[src/rtl/a3_pkg.sv]
// Shared types for the a3 scheduler: FU operation codes, FSM states and the default width.
package a3_pkg;

  localparam int W_DEF = 6;

  typedef enum logic [1:0] {
    FU_NOP = 2'd0,
    FU_A1  = 2'd1,
    FU_A2  = 2'd2,
    FU_A0  = 2'd3
  } fu_op_t;

  typedef enum logic [2:0] {
    IDLE,
    S_A1,
    S_A2,
    S_A0,
    S_OUT
  } state_t;

endpackage

[src/rtl/a3_sched_arb.sv]
// Two-way round-robin arbiter; the pointer register is owned by the caller.
module rr_arb2
  import a3_pkg::*;
(
  input  logic [1:0] req,
  input  logic       last_grant,
  output logic       gnt_valid,
  output logic       gnt_id
);

  always_comb begin
    gnt_valid = |req;
    gnt_id    = 1'b0;
    // On a tie, the requester that did not win last time goes next.
    if (req == 2'b11) gnt_id = ~last_grant;
    else              gnt_id = req[1];
  end

endmodule

[src/rtl/a3_sched.sv]
// Time-multiplexes z = a0(a1(x1,y1), a2(x2,y2)) for two requesters onto one shared FU.
module a3_sched
  import a3_pkg::*;
#(
  parameter int W = W_DEF
)(
  input  logic                clk,
  input  logic                rst,
  input  logic [1:0]          in_valid,
  output logic [1:0]          in_ready,
  input  logic signed [W-1:0] in_x1 [2],
  input  logic signed [W-1:0] in_y1 [2],
  input  logic signed [W-1:0] in_x2 [2],
  input  logic signed [W-1:0] in_y2 [2],
  output logic                out_valid,
  input  logic                out_ready,
  output logic signed [W-1:0] out_z,
  output logic                out_id,
  output fu_op_t              fu_op,
  output logic signed [W-1:0] fu_a,
  output logic signed [W-1:0] fu_b,
  input  logic signed [W-1:0] fu_z,
  output logic                busy
);

  state_t state, state_nxt;

  logic signed [W-1:0] x1_r, y1_r, x2_r, y2_r;
  logic signed [W-1:0] z1_r, z2_r;
  logic                last_grant;
  logic                gnt_valid, gnt_id;
  logic                accept;

  rr_arb2 u_arb (
    .req        (in_valid),
    .last_grant (last_grant),
    .gnt_valid  (gnt_valid),
    .gnt_id     (gnt_id)
  );

  assign busy = (state != IDLE);

  always_comb begin
    state_nxt = state;
    in_ready  = 2'b00;
    accept    = 1'b0;
    case (state)
      IDLE: begin
        if (gnt_valid) begin
          in_ready[gnt_id] = 1'b1;
          accept           = 1'b1;
          state_nxt        = S_A1;
        end
      end
      S_A1:    state_nxt = S_A2;
      S_A2:    state_nxt = S_A0;
      S_A0:    state_nxt = S_OUT;
      S_OUT:   if (out_ready) state_nxt = IDLE;
      default: state_nxt = IDLE;
    endcase
  end

  always_comb begin
    fu_op = FU_NOP;
    fu_a  = '0;
    fu_b  = '0;
    case (state)
      S_A1: begin
        fu_op = FU_A1;
        fu_a  = x1_r;
        fu_b  = y1_r;
      end
      S_A2: begin
        fu_op = FU_A2;
        fu_a  = x2_r;
        fu_b  = y2_r;
      end
      S_A0: begin
        fu_op = FU_A0;
        fu_a  = z1_r;
        fu_b  = z2_r;
      end
      default: ;
    endcase
  end

  always_ff @(posedge clk) begin
    if (rst) begin
      state      <= IDLE;
      out_valid  <= 1'b0;
      out_z      <= '0;
      out_id     <= 1'b0;
      x1_r       <= '0;
      y1_r       <= '0;
      x2_r       <= '0;
      y2_r       <= '0;
      z1_r       <= '0;
      z2_r       <= '0;
      last_grant <= 1'b1;
    end else begin
      state <= state_nxt;
      case (state)
        IDLE: begin
          if (accept) begin
            x1_r       <= in_x1[gnt_id];
            y1_r       <= in_y1[gnt_id];
            x2_r       <= in_x2[gnt_id];
            y2_r       <= in_y2[gnt_id];
            out_id     <= gnt_id;
            last_grant <= gnt_id;
          end
        end
        S_A1: z1_r <= fu_z;
        S_A2: z2_r <= fu_z;
        S_A0: begin
          out_z     <= fu_z;
          out_valid <= 1'b1;
        end
        S_OUT: if (out_ready) out_valid <= 1'b0;
        default: ;
      endcase
    end
  end

endmodule

[config.mk]
export PLATFORM = sky130hd
export DESIGN_NAME = a3_sched
export DESIGN_NICKNAME = d
export VERILOG_FILES = /design/src/rtl/a3_pkg.sv /design/src/rtl/a3_sched_arb.sv /design/src/rtl/a3_sched.sv
export SDC_FILE = /design/constraint.sdc
export NUM_CORES = 1
export LEC_CHECK = 0
export CAP_MARGIN = 20
export CORE_MARGIN = 2
export CORE_UTILIZATION = 41
export CTS_CLUSTER_SIZE = 28
export DETAILED_ROUTE_END_ITERATION = 16
export GPL_ROUTABILITY_DRIVEN = 0
export PLACE_DENSITY_LB_ADDON = 0.25
export SKIP_CTS_REPAIR_TIMING = 1
export SLEW_MARGIN = 20
export SYNTH_ARGS = -nofsm -noshare
export SYNTH_HDL_FRONTEND = slang
export SYNTH_HIERARCHICAL = 1
export SYNTH_SLANG_ARGS = --single-unit
[constraint.sdc]
create_clock -name clk -period 1.4 [get_ports clk]
set_clock_uncertainty 0.05 [all_clocks]
set_input_delay 0.14 -clock clk [delete_from_list [all_inputs] [get_ports clk]]
set_output_delay 0.14 -clock clk [all_outputs]
set_load 0.005 [all_outputs]
==> results of run 1 <==
## layer usage
| layer | up-vias | GRT usage | part of all wire |
|---|---|---|---|
| met2 | 63 | 0.295 | 0.52 |
| li1 | 1123 | - | - |
| met1 | 1098 | 0.233 | 0.41 |
| met3 | 17 | 0.0407 | 0.039 |
| met4 | 0 | 0.0717 | 0.028 |
| met5 | - | 0 | 0 |
## layout make-up
| type | count | share of cell area |
|---|---|---|
| well taps | 75 | 0.0224 |
| inverters | 2 | 0.00179 |
| repair buffers | 137 | 0.332 |
| clock buffers | 6 | 0.0173 |
| multi-input cells | 175 | 0.386 |
| clock inverters | 2 | 0.00836 |
| flip-flops and latches | 48 | 0.231 |
## power breakdown
group,switching [mW],internal [mW]
clock network,0.471,0.531
registers,0.131,1.50
logic,0.653,0.899
## registers in the layout, indices dropped and copies added (netlist names)
register	count
last_grant	1
out_id	1
out_valid	1
out_z	6
state	3
x1_r	6
x2_r	6
y1_r	6
y2_r	6
z1_r	6
z2_r	6
## through the flow
stage | TNS [ns] | hold WS [ns] | instance area, µm² | util | total power [mW]
floorplan | 0 | 0.234 | 2490 | - | 2.26
global placement | -19.71 | 0.392 | 3570 | 0.607 | 2.75
detailed placement | -21.40 | 0.399 | 3570 | 0.607 | 2.77
CTS | -25.63 | 0.190 | 3680 | 0.626 | 3.77
global route | -15.21 | 0.207 | 4190 | 0.712 | 4.36
finish | -12.12 | 0.205 | 4190 | 0.712 | 4.19
## Yosys cell counts (2+ instances only)
cell type and n:
sky130_fd_sc_hd__a211oi_2 24, sky130_fd_sc_hd__mux2_2 12, sky130_fd_sc_hd__buf_4 3, sky130_fd_sc_hd__a21oi_1 7, sky130_fd_sc_hd__inv_1 2, sky130_fd_sc_hd__mux2i_1 42, sky130_fd_sc_hd__nor2_1 55, sky130_fd_sc_hd__buf_2 8
sky130_fd_sc_hd__dfxtp_1 48, sky130_fd_sc_hd__nor3b_4 2, sky130_fd_sc_hd__clkbuf_1 6, sky130_fd_sc_hd__nor2b_1 4, sky130_fd_sc_hd__a22oi_1 9, sky130_fd_sc_hd__nand3b_1 4, sky130_fd_sc_hd__nand2_1 6, sky130_fd_sc_hd__buf_6 6
## final timing paths
path | to | slack [ns] | cells after the start
max reg2reg | x2_r[2]$_SDFFE_PP0P_ | -0.29 | 7
min | z2_r[5]$_SDFFE_PP0N_ | 0.20 | 2
max | fu_b[2] | -0.37 | 6
min reg2reg | out_id$_SDFFE_PP0P_ | 0.42 | 2
## critical path, cell delays in order, from the launching register on
cell,delay (ns)
sky130_fd_sc_hd__dfxtp_4,0.37
sky130_fd_sc_hd__buf_6,0.13
sky130_fd_sc_hd__buf_4,0.14
sky130_fd_sc_hd__mux2_4,0.31
sky130_fd_sc_hd__a22oi_2,0.12
sky130_fd_sc_hd__nor2_1,0.07
sky130_fd_sc_hd__clkbuf_2,0.13
## logic make-up after synthesis
kind of cell           share of synthesized area
AO/OA/AOI/OAI                              0.171
buffers and inverters                     0.0644
AND/OR/NAND/NOR                            0.155
multiplexers                               0.223
flip-flops                                 0.387
==> metrics.txt, run 1 <==
# TYPE chip_impl_metric gauge
chip_impl_metric{name="post_synth_num_cell_types",unit=""} 26
chip_impl_metric{name="synthDominantCellAreaShare",unit=""} 0.387
chip_impl_metric{name="clock_sinks",unit=""} 48
chip_impl_metric{name="ys_seq_elements",unit=""} 48
chip_impl_info{name="crit_type",value="register to output port"} 1
chip_impl_metric{name="multi_input_area",unit="mm²"} 0.00162
chip_impl_metric{name="dieArea",unit="mm²"} 0.00670
chip_impl_metric{name="max_slew_margin",unit=""} 0.696
chip_impl_metric{name="power_density",unit="mW/mm²"} 1000
chip_impl_info{name="outcome",value="complete, but fails checks"} 1
chip_impl_metric{name="floorplan.rows",unit=""} 28
chip_impl_metric{name="cts.reportedPaths.clkPinSlew",unit="ns"} 0.09
chip_impl_metric{name="dp_hpwl",unit="µm"} 4470
chip_impl_metric{name="global_route.usage.total",unit=""} 0.181
chip_impl_metric{name="synth_fp_nets",unit=""} 307
chip_impl_metric{name="avgRoutedWirePerCell",unit="µm"} 16.6
chip_impl_metric{name="port_buffers",unit=""} 83
chip_impl_info{name="hold_path.startpoint",value="rst"} 1
chip_impl_metric{name="maxClockFrequency",unit="MHz"} 566
chip_impl_metric{name="timing.max_cap.violations",unit=""} 0
chip_impl_metric{name="grt_first_pass_wirelength",unit="µm"} 9290
chip_impl_info{name="reg2reg_from",value="state[1]$_SDFFE_PP0P_"} 1
chip_impl_metric{name="antennaDiodeCount",unit=""} 0
chip_impl_metric{name="post_synthesis_mean_instance_area",unit="µm²"} 10.0
chip_impl_metric{name="layout_worst_path_cycle_share",unit=""} 1.26
chip_impl_metric{name="cts.path.max_buffers",unit=""} 2
chip_impl_info{name="ys_dominant_reg_cell",value="sky130_fd_sc_hd__dfxtp_1"} 1
chip_impl_metric{name="starting_density_of_the_core",unit=""} 0.422
chip_impl_info{name="most-common-layout-cells",value="sky130_fd_sc_hd__clkdlybuf4s50_1 (65), sky130_fd_sc_hd__dfxtp_1 (45), sky130_fd_sc_hd__mux2i_1 (42)"} 1
chip_impl_metric{name="num-fill-cells",unit=""} 419
chip_impl_metric{name="post_layout_nonfiller_instances",unit=""} 445
chip_impl_metric{name="finalHoldViolations",unit=""} 0
chip_impl_metric{name="ant_nets",unit=""} 0
chip_impl_metric{name="post_synth_instance_area",unit="mm²"} 0.00249
chip_impl_metric{name="globalRouteOverflowTotal",unit=""} 0
chip_impl_metric{name="design.portCount",unit=""} 84
chip_impl_metric{name="antenna_found_initial",unit=""} 0
chip_impl_metric{name="timing.final.setup_violations",unit=""} 61
chip_impl_metric{name="drt_drc_violations_left",unit=""} 0
chip_impl_metric{name="finalWirelength",unit="µm"} 7390
chip_impl_metric{name="layout-drive-gt1-share",unit=""} 0.435
chip_impl_info{name="timing.hold.worst.class",value="input pin to register"} 1
chip_impl_metric{name="routed-via-count",unit=""} 2301
chip_impl_metric{name="drt_iter0_drc",unit=""} 75
chip_impl_metric{name="vdd_ir_drop_max",unit="V"} 0.000606
chip_impl_metric{name="dieHeight",unit="µm"} 81.9
chip_impl_metric{name="design.final.nets",unit=""} 428
chip_impl_metric{name="drtPass1Iterations",unit=""} 4
chip_impl_metric{name="crit_fanout",unit=""} 4
chip_impl_info{name="worstSetupEndpointType",value="output port"} 1
chip_impl_metric{name="cts_htree_levels",unit=""} 2
chip_impl_metric{name="vias_per_cell",unit=""} 5.17
chip_impl_info{name="failing_checks",value="negative setup slack"} 1
chip_impl_metric{name="gate_count_after_technology_mapping",unit=""} 248
chip_impl_metric{name="worstMarginPinSlew",unit="ns"} 0.457
chip_impl_metric{name="synth-warning-count",unit=""} 6
chip_impl_metric{name="cts_buffers",unit=""} 5
chip_impl_metric{name="static_leakage",unit="nW"} 1.77
chip_impl_metric{name="fp.coreArea",unit="mm²"} 0.00589
chip_impl_metric{name="die_width",unit="µm"} 81.9
chip_impl_info{name="yosysTopAreaCell",value="sky130_fd_sc_hd__dfxtp_1"} 1
chip_impl_metric{name="worst-endpoint-required",unit="ns"} 1.21
chip_impl_metric{name="first_global_vias",unit=""} 2013
chip_impl_metric{name="critPathArrivalTime",unit="ns"} 1.58
chip_impl_metric{name="layout_setup_ws",unit="ns"} -0.367
chip_impl_info{name="grt_setup_unrepaired",value="true"} 1
chip_impl_info{name="cp-startpoint",value="state[1]$_SDFFE_PP0P_"} 1
chip_impl_metric{name="synth_enable_flop_cells",unit=""} 0
chip_impl_metric{name="dp_cells",unit=""} 416
chip_impl_metric{name="slew_violations",unit=""} 0
chip_impl_metric{name="clock_latency",unit="ns"} 0.31
chip_impl_info{name="crit_path_start_kind",value="register"} 1
chip_impl_info{name="synth_area_leaders",value="sky130_fd_sc_hd__dfxtp_1 (39%), sky130_fd_sc_hd__mux2i_1 (17%), sky130_fd_sc_hd__a211oi_2 (12%)"} 1
chip_impl_metric{name="grt_max_degree",unit=""} 34
chip_impl_metric{name="synth_sequential_area_ratio",unit=""} 0.387
chip_impl_metric{name="areaGrowthSynthToFinish",unit="%"} 68.5
chip_impl_metric{name="regArea",unit="µm²"} 970
chip_impl_metric{name="detailedPlace.worstSlack",unit="ns"} -0.590
chip_impl_info{name="cts_tree",value="built"} 1
chip_impl_metric{name="synth_async_sr_flop_share",unit=""} 0
chip_impl_info{name="mostFrequentLayoutCell",value="sky130_fd_sc_hd__clkdlybuf4s50_1"} 1
chip_impl_metric{name="fin_crit",unit="ns"} 1.77
chip_impl_info{name="clockRootBuffer",value="sky130_fd_sc_hd__clkbuf_8"} 1
(Power assumes the default switching activity.)
==> run 2, diff against run 1 <==
Settings changed: RECOVER_POWER from default to 100, SKIP_CTS_REPAIR_TIMING 1 to default.
==> run 2 against run 1 <==
Effect of this change:
- the flow still finishes with violations (negative setup slack)
- clock power about the same
- fmax up 2.9%
- sequential share of layout area down 0.45 points
- wire length rose by 4.4%
- die area unchanged
- cell area grew 2.0%
- worst setup slack improved by 0.050 ns
- sequential power barely moved
- non-clock buffer count is 9 higher
- cell count increased by 2.0%
==> metrics.txt, run 2 (same netlist as run 1, synthesis figures left out) <==
# TYPE chip_impl_metric gauge
chip_impl_info{name="outcome",value="complete, but fails checks"} 1
chip_impl_info{name="failing_checks",value="negative setup slack"} 1
chip_impl_metric{name="num-fill-cells",unit=""} 408
chip_impl_metric{name="fin_crit",unit="ns"} 1.72
chip_impl_metric{name="hold_path_depth",unit=""} 2
chip_impl_metric{name="utilization",unit=""} 0.726
chip_impl_metric{name="layout_setup_ws",unit="ns"} -0.317
chip_impl_metric{name="layout_worst_path_cycle_share",unit=""} 1.23
chip_impl_metric{name="finish.instance_area",unit="mm²"} 0.00427
chip_impl_metric{name="clock_sinks",unit=""} 48
chip_impl_metric{name="cts.reportedPaths.clkPinSlew",unit="ns"} 0.09
chip_impl_metric{name="met3_wirelength",unit="µm"} 271
chip_impl_metric{name="grt_first_pass_wirelength",unit="µm"} 11700
chip_impl_metric{name="ant_nets",unit=""} 0
chip_impl_info{name="mostFrequentLayoutCell",value="sky130_fd_sc_hd__clkdlybuf4s50_1"} 1
chip_impl_metric{name="dieHeight",unit="µm"} 81.9
chip_impl_metric{name="finalHoldViolations",unit=""} 0
chip_impl_metric{name="design.portCount",unit=""} 84
chip_impl_info{name="cell_by_cell_trace_of_the_critical_path",value="buf_6 > or4b_4 > nor2_1 > buf_2"} 1
chip_impl_metric{name="worst-endpoint-required",unit="ns"} 1.21
chip_impl_info{name="timing.hold.worst.class",value="input pin to register"} 1
chip_impl_info{name="maxUsedRoutingLayer",value="met4"} 1
chip_impl_metric{name="dieArea",unit="mm²"} 0.00670
chip_impl_metric{name="crit_path_max_incr_delay",unit="ns"} 0.51
chip_impl_metric{name="dp_hpwl",unit="µm"} 4470
chip_impl_metric{name="timing.final.setup_violations",unit=""} 61
chip_impl_metric{name="power_density",unit="mW/mm²"} 1000
chip_impl_info{name="cts_tree",value="built"} 1
chip_impl_metric{name="cts.path.max_buffers",unit=""} 2
chip_impl_metric{name="post_dp_cell_area",unit="mm²"} 0.00357
chip_impl_metric{name="vdd_ir_drop_max",unit="V"} 0.000572
chip_impl_info{name="clockRootBuffer",value="sky130_fd_sc_hd__clkbuf_8"} 1
chip_impl_metric{name="drt_iter0_drc",unit=""} 108
chip_impl_metric{name="starting_density_of_the_core",unit=""} 0.422
chip_impl_metric{name="clock_latency",unit="ns"} 0.31
chip_impl_metric{name="die_width",unit="µm"} 81.9
chip_impl_info{name="grt_setup_unrepaired",value="true"} 1
chip_impl_info{name="crit_path_start_kind",value="register"} 1
chip_impl_metric{name="finalWirelength",unit="µm"} 7720
chip_impl_metric{name="avgRoutedWirePerCell",unit="µm"} 17.0
chip_impl_metric{name="drtPass1Iterations",unit=""} 4
chip_impl_metric{name="fp.coreArea",unit="mm²"} 0.00589
chip_impl_metric{name="maxClockFrequency",unit="MHz"} 582
chip_impl_metric{name="detail_route.wirelength.met1",unit="µm"} 3200
chip_impl_metric{name="areaGrowthSynthToFinish",unit="%"} 71.9
chip_impl_metric{name="slew_violations",unit=""} 0
chip_impl_metric{name="layout-drive-gt1-share",unit=""} 0.446
chip_impl_metric{name="cts_buffers",unit=""} 5
chip_impl_metric{name="max_slew_margin",unit=""} 0.687
chip_impl_metric{name="design.final.nets",unit=""} 437
chip_impl_info{name="worstSetupEndpointType",value="output port"} 1
chip_impl_metric{name="routed-via-count",unit=""} 2386
chip_impl_metric{name="timing.max_cap.violations",unit=""} 0
chip_impl_metric{name="rr_worst_depth",unit=""} 8
chip_impl_metric{name="floorplan.rows",unit=""} 28
chip_impl_metric{name="global_route.usage.total",unit=""} 0.232
chip_impl_metric{name="antennaDiodeCount",unit=""} 0
chip_impl_metric{name="globalRouteOverflowTotal",unit=""} 0
chip_impl_metric{name="grt_max_degree",unit=""} 27
chip_impl_info{name="crit_type",value="register to output port"} 1
chip_impl_metric{name="wl_met2",unit="µm"} 4180
chip_impl_metric{name="first_global_vias",unit=""} 2342
chip_impl_metric{name="crit_fanout",unit=""} 4
chip_impl_info{name="most-common-layout-cells",value="sky130_fd_sc_hd__clkdlybuf4s50_1 (64), sky130_fd_sc_hd__dfxtp_1 (45), sky130_fd_sc_hd__mux2i_1 (41)"} 1
chip_impl_metric{name="drt_drc_violations_left",unit=""} 0
chip_impl_metric{name="critPathArrivalTime",unit="ns"} 1.53
chip_impl_metric{name="antenna_found_initial",unit=""} 0
chip_impl_metric{name="worstMarginPinSlew",unit="ns"} 0.470
chip_impl_info{name="crit_slowest_cell",value="sky130_fd_sc_hd__or4b_4"} 1
chip_impl_metric{name="cts_htree_levels",unit=""} 2
chip_impl_metric{name="static_leakage",unit="nW"} 1.77
chip_impl_metric{name="port_buffers",unit=""} 83
chip_impl_metric{name="vias_per_cell",unit=""} 5.26
chip_impl_metric{name="cts.hold.buffers_added",unit=""} 0
==> run 2: cell types whose count changed in the layout (fill, tap and decap cells not counted), sizes merged <==
cell           before  now
buf                55   81
clkbuf             18    6
dlymetal6s2s        5    0
clkdlybuf4s25       0    1
clkdlybuf4s50      65   64
==> run 2: worst max-delay path: cells and delay by family, from the launching register on <==
kind | cells | cell delay, ns
buffers and inverters | 2 | 0.25
flip-flops | 1 | 0.37
AND/OR/NAND/NOR | 2 | 0.61
==> run 2: per-stage QoR <==
| stage | power [mW] | setup TNS, ns | std cells | hold WS [ns] | setup slack [ns] |
|---|---|---|---|---|---|
| 4_1_cts | 4.18 | -11.46 | 447 | 0.194 | -0.317 |
| 2_1_floorplan | 2.26 | 0 | 248 | 0.234 | 0.0136 |
| 5_1_grt | 4.45 | -15.32 | 454 | 0.240 | -0.383 |
| 6_report | 4.29 | -12.47 | 454 | 0.218 | -0.317 |
| 3_5_place_dp | 2.77 | -21.40 | 416 | 0.399 | -0.590 |
| 3_3_place_gp | 2.75 | -19.71 | 416 | 0.392 | -0.573 |
==> run 2: path summary, 6_finish.rpt <==
| path | startpoint | end | slack, ns |
|---|---|---|---|
| worst max-delay path | state[1]$_SDFFE_PP0P_ | in_ready[0] | -0.32 |
| worst min-delay path | rst | out_z[0]$_SDFFE_PP0N_ | 0.22 |
| worst max register to register | state[0]$_SDFFE_PP0P_ | x2_r[0]$_SDFFE_PP0P_ | -0.29 |
| worst min register to register | out_id$_SDFFE_PP0P_ | out_id$_SDFFE_PP0P_ | 0.43 |
==> run 2: routing by layer <==
layer,vias to the layer above,global-route usage
li1,1143,-
met1,1170,0.279
met2,66,0.429
met3,7,0.0374
met4,0,0.0550
met5,-,0
==> run 2: power breakdown <==
part / leakage, nW / internal (mW) / switching (mW)
logic: 1.32 / 0.988 / 0.680
clock network: 0.0552 / 0.531 / 0.471
registers: 0.397 / 1.50 / 0.115
total: 1.77 / 3.02 / 1.27
==> run 2: final cells by class <==
class / count / area [µm²] / area share
clock inverter: 2 / 35.0 / 0.00820
sequential: 48 / 970 / 0.227
tap: 75 / 93.8 / 0.0220
timing repair buffer: 146 / 1520 / 0.356
clock buffer: 6 / 72.6 / 0.0170
inverter: 2 / 7.51 / 0.00176
multi-input combinational: 175 / 1570 / 0.368
==> run 2: repair_timing <==
item | CTS | global route
buffers inserted | 24 | 8
resized for setup | 144 | 21
setup endpoints to repair | 63 | 64
gates cloned | 4 | 0
pin swaps | 36 | 38
==> run 3, diff against run 2 <==
Settings changed: ABC_AREA from default to 1.
==> run 3 against run 2 <==
Effect of this change:
- the flow still finishes with violations (negative setup slack)
- fmax is 5.5% higher
- cell count is 19% higher
- largest power group is now registers
- wire length is 1.8% lower
- sequential power is 2% lower
- sequential share of layout area is 2.0 points higher
- critical path depth is 3 higher
- register-to-register slack better by 0.26 ns
- die area is 3.3% lower
- cell area is 7.6% lower
- synthesized cell count is 40% higher
- total power is 10% lower
==> metrics.txt, run 3 <==
# TYPE chip_impl_metric gauge
chip_impl_info{name="outcome",value="complete, but fails checks"} 1
chip_impl_info{name="failing_checks",value="negative setup slack"} 1
chip_impl_metric{name="fin_crit",unit="ns"} 1.63
chip_impl_metric{name="dp_hpwl",unit="µm"} 4680
chip_impl_info{name="cell_by_cell_trace_of_the_critical_path",value="buf_4 > nand3_4 > inv_4 > buf_16 > nand2_2 > o211ai_2 > buf_2"} 1
chip_impl_metric{name="synth_async_sr_flop_share",unit=""} 0
chip_impl_metric{name="critPathArrivalTime",unit="ns"} 1.44
chip_impl_metric{name="design.portCount",unit=""} 84
chip_impl_metric{name="timing.final.setup_violations",unit=""} 20
chip_impl_metric{name="post_synth_instance_area",unit="mm²"} 0.00240
chip_impl_metric{name="crit_path_max_incr_delay",unit="ns"} 0.40
chip_impl_metric{name="cts_buffers",unit=""} 5
chip_impl_metric{name="dieArea",unit="mm²"} 0.00648
chip_impl_info{name="grt_setup_unrepaired",value="true"} 1
chip_impl_metric{name="post_synth_num_cell_types",unit=""} 26
chip_impl_metric{name="detailedPlace.worstSlack",unit="ns"} -0.315
chip_impl_metric{name="crit_fanout",unit=""} 6
chip_impl_metric{name="synth-warning-count",unit=""} 6
chip_impl_metric{name="clock_latency",unit="ns"} 0.31
chip_impl_info{name="count_leader_synth",value="sky130_fd_sc_hd__nand2_1"} 1
chip_impl_metric{name="worstSetupPathDepth",unit=""} 7
chip_impl_metric{name="post_synthesis_mean_instance_area",unit="µm²"} 6.90
chip_impl_metric{name="cts_htree_levels",unit=""} 2
chip_impl_metric{name="hold_path_depth",unit=""} 2
chip_impl_metric{name="dieHeight",unit="µm"} 80.5
chip_impl_metric{name="fp.coreArea",unit="mm²"} 0.00557
chip_impl_metric{name="maxClockFrequency",unit="MHz"} 614
chip_impl_info{name="mostFrequentLayoutCell",value="sky130_fd_sc_hd__nand2_1"} 1
chip_impl_metric{name="rr_worst_depth",unit=""} 8
chip_impl_info{name="yosysTopAreaCell",value="sky130_fd_sc_hd__dfxtp_1"} 1
chip_impl_info{name="yosys-top-cells-count",value="sky130_fd_sc_hd__nand2_1 (132), sky130_fd_sc_hd__dfxtp_1 (48), sky130_fd_sc_hd__nand3_1 (34)"} 1
chip_impl_metric{name="first_global_vias",unit=""} 2427
chip_impl_metric{name="power_density",unit="mW/mm²"} 976
chip_impl_metric{name="starting_density_of_the_core",unit=""} 0.431
chip_impl_metric{name="avgRoutedWirePerCell",unit="µm"} 14.1
chip_impl_metric{name="design.final.nets",unit=""} 524
chip_impl_metric{name="vdd_ir_drop_max",unit="V"} 0.000488
chip_impl_metric{name="finalHoldViolations",unit=""} 0
chip_impl_metric{name="worstPathBufferInverterCount",unit=""} 4
chip_impl_info{name="ys_dominant_reg_cell",value="sky130_fd_sc_hd__dfxtp_1"} 1
chip_impl_metric{name="gate_count_after_technology_mapping",unit=""} 348
chip_impl_metric{name="global_route.usage.total",unit=""} 0.223
chip_impl_info{name="crit_type",value="register to output port"} 1
chip_impl_metric{name="max_slew_margin",unit=""} 0.801
chip_impl_metric{name="static_leakage",unit="nW"} 1.81
chip_impl_info{name="timing.hold.worst.class",value="register to register"} 1
chip_impl_metric{name="ant_nets",unit=""} 0
chip_impl_metric{name="globalRouteOverflowTotal",unit=""} 0
chip_impl_metric{name="layout_worst_path_cycle_share",unit=""} 1.16
chip_impl_metric{name="layout-drive-gt1-share",unit=""} 0.307
chip_impl_metric{name="port_buffers",unit=""} 83
chip_impl_info{name="crit_slowest_cell",value="sky130_fd_sc_hd__dfxtp_4"} 1
chip_impl_metric{name="grt_max_degree",unit=""} 27
chip_impl_metric{name="drt_iter0_drc",unit=""} 168
chip_impl_metric{name="finalWirelength",unit="µm"} 7580
chip_impl_metric{name="timing.max_cap.violations",unit=""} 0
chip_impl_metric{name="floorplan.rows",unit=""} 27
chip_impl_info{name="cts_tree",value="built"} 1
chip_impl_info{name="worstSetupEndpointType",value="output port"} 1
chip_impl_metric{name="synth_sequential_area_ratio",unit=""} 0.400
chip_impl_metric{name="synthDominantCellAreaShare",unit=""} 0.400
chip_impl_metric{name="worst-endpoint-required",unit="ns"} 1.21
chip_impl_metric{name="drt_drc_violations_left",unit=""} 0
chip_impl_metric{name="num-fill-cells",unit=""} 443
chip_impl_info{name="synth_area_leaders",value="sky130_fd_sc_hd__dfxtp_1 (40%), sky130_fd_sc_hd__nand2_1 (21%), sky130_fd_sc_hd__nand3_1 (7.1%)"} 1
chip_impl_metric{name="layout_setup_ws",unit="ns"} -0.228
chip_impl_metric{name="ys_seq_elements",unit=""} 48
chip_impl_info{name="cpLargestDelayFamily",value="buffers and inverters"} 1
chip_impl_metric{name="grt_first_pass_wirelength",unit="µm"} 11100
chip_impl_info{name="clockRootBuffer",value="sky130_fd_sc_hd__clkbuf_8"} 1
chip_impl_metric{name="cts.hold.buffers_added",unit=""} 0
chip_impl_metric{name="clock_sinks",unit=""} 48
chip_impl_metric{name="worstMarginPinSlew",unit="ns"} 0.298
chip_impl_metric{name="routed-via-count",unit=""} 2716
chip_impl_metric{name="antennaDiodeCount",unit=""} 0
chip_impl_metric{name="vias_per_cell",unit=""} 5.05
chip_impl_metric{name="drtPass1Iterations",unit=""} 4
chip_impl_metric{name="slew_violations",unit=""} 0
chip_impl_metric{name="synth_enable_flop_cells",unit=""} 0
chip_impl_metric{name="die_width",unit="µm"} 80.5
chip_impl_metric{name="antenna_found_initial",unit=""} 0
chip_impl_metric{name="post-layout-total-power",unit="mW"} 3.85
chip_impl_info{name="crit_path_start_kind",value="register"} 1
chip_impl_metric{name="cts.path.max_buffers",unit=""} 2
chip_impl_metric{name="synth_fp_nets",unit=""} 407
chip_impl_metric{name="cts.reportedPaths.clkPinSlew",unit="ns"} 0.09
chip_impl_info{name="most-common-layout-cells",value="sky130_fd_sc_hd__nand2_1 (112), sky130_fd_sc_hd__clkdlybuf4s50_1 (65), sky130_fd_sc_hd__dfxtp_1 (44)"} 1
chip_impl_metric{name="areaGrowthSynthToFinish",unit="%"} 64.5
==> run 3: changes by cell type after synthesis, moves of 24 or more <==
cell and change:
sky130_fd_sc_hd__a21oi_1 +26, sky130_fd_sc_hd__nand2_1 +126, sky130_fd_sc_hd__mux2i_1 -42, sky130_fd_sc_hd__nor2_1 -28, sky130_fd_sc_hd__a211oi_2 -24, sky130_fd_sc_hd__nand3_1 +33
==> run 3: where the power goes <==
part           total, mW  leakage (nW)  switching [mW]  internal, mW
Sequential          1.58         0.396          0.0901          1.49
Combinational       1.18          1.35           0.579         0.605
Clock               1.09        0.0645           0.457         0.630
==> run 3: layout make-up <==
| cell class | instances | area (µm²) | area share |
|---|---|---|---|
| Multi-Input combinational cell | 262 | 1440 | 0.364 |
| Sequential cell | 48 | 973 | 0.247 |
| Inverter | 18 | 90.1 | 0.0228 |
| Timing Repair Buffer | 130 | 1230 | 0.312 |
| Clock inverter | 1 | 30.0 | 0.00760 |
| Clock buffer | 7 | 96.3 | 0.0244 |
| Tap cell | 72 | 90.1 | 0.0228 |
==> run 3: metal layers <==
| metal | global-route usage | vias up | part of all wire |
|---|---|---|---|
| met5 | 0 | - | 0 |
| met4 | 0.0831 | 0 | 0.022 |
| met3 | 0.0438 | 12 | 0.055 |
| met2 | 0.388 | 91 | 0.50 |
| met1 | 0.271 | 1264 | 0.42 |
| li1 | - | 1349 | - |
==> run 3: cell families after synthesis <==
| logic type | synth area share |
|---|---|
| simple gates | 0.349 |
| compound gates | 0.148 |
| flops | 0.400 |
| buf+inv | 0.103 |
==> run 3: final timing paths <==
path / startpoint / to / slack (ns)
max: state[0]$_SDFFE_PP0P_ / fu_a[1] / -0.23
min: y1_r[4]$_SDFFE_PP0P_ / y1_r[4]$_SDFFE_PP0P_ / 0.42
max reg2reg: state[0]$_SDFFE_PP0P_ / x2_r[5]$_SDFFE_PP0P_ / -0.03
min reg2reg: y1_r[4]$_SDFFE_PP0P_ / y1_r[4]$_SDFFE_PP0P_ / 0.42
==> run 3: what timing repair did <==
action	CTS	global route
pin swaps	12	8
gates cloned	1	3
resized for setup	117	48
setup endpoints to repair	21	49
setup buffers	17	3
==> run 3: worst reg2reg max path, delay by kind of cell (launching register included) <==
family	cells	cell delay, ns
AND/OR/NAND/NOR	3	0.30
buffers and inverters	4	0.48
flip-flops	1	0.38
AO/OA/AOI/OAI	1	0.16
==> run 3: through the flow <==
stage	cells	cell area, µm²	utilization	hold slack (ns)	setup TNS, ns
after CTS	533	3710	0.666	0.420	-2.87
after floorplan	348	2400	-	0.225	0
after global routing	538	3950	0.708	0.447	-5.02
after detailed placement	507	3350	0.601	0.406	-9.96
final	538	3950	0.708	0.419	-3.25
after global placement	507	3350	0.601	0.401	-7.55
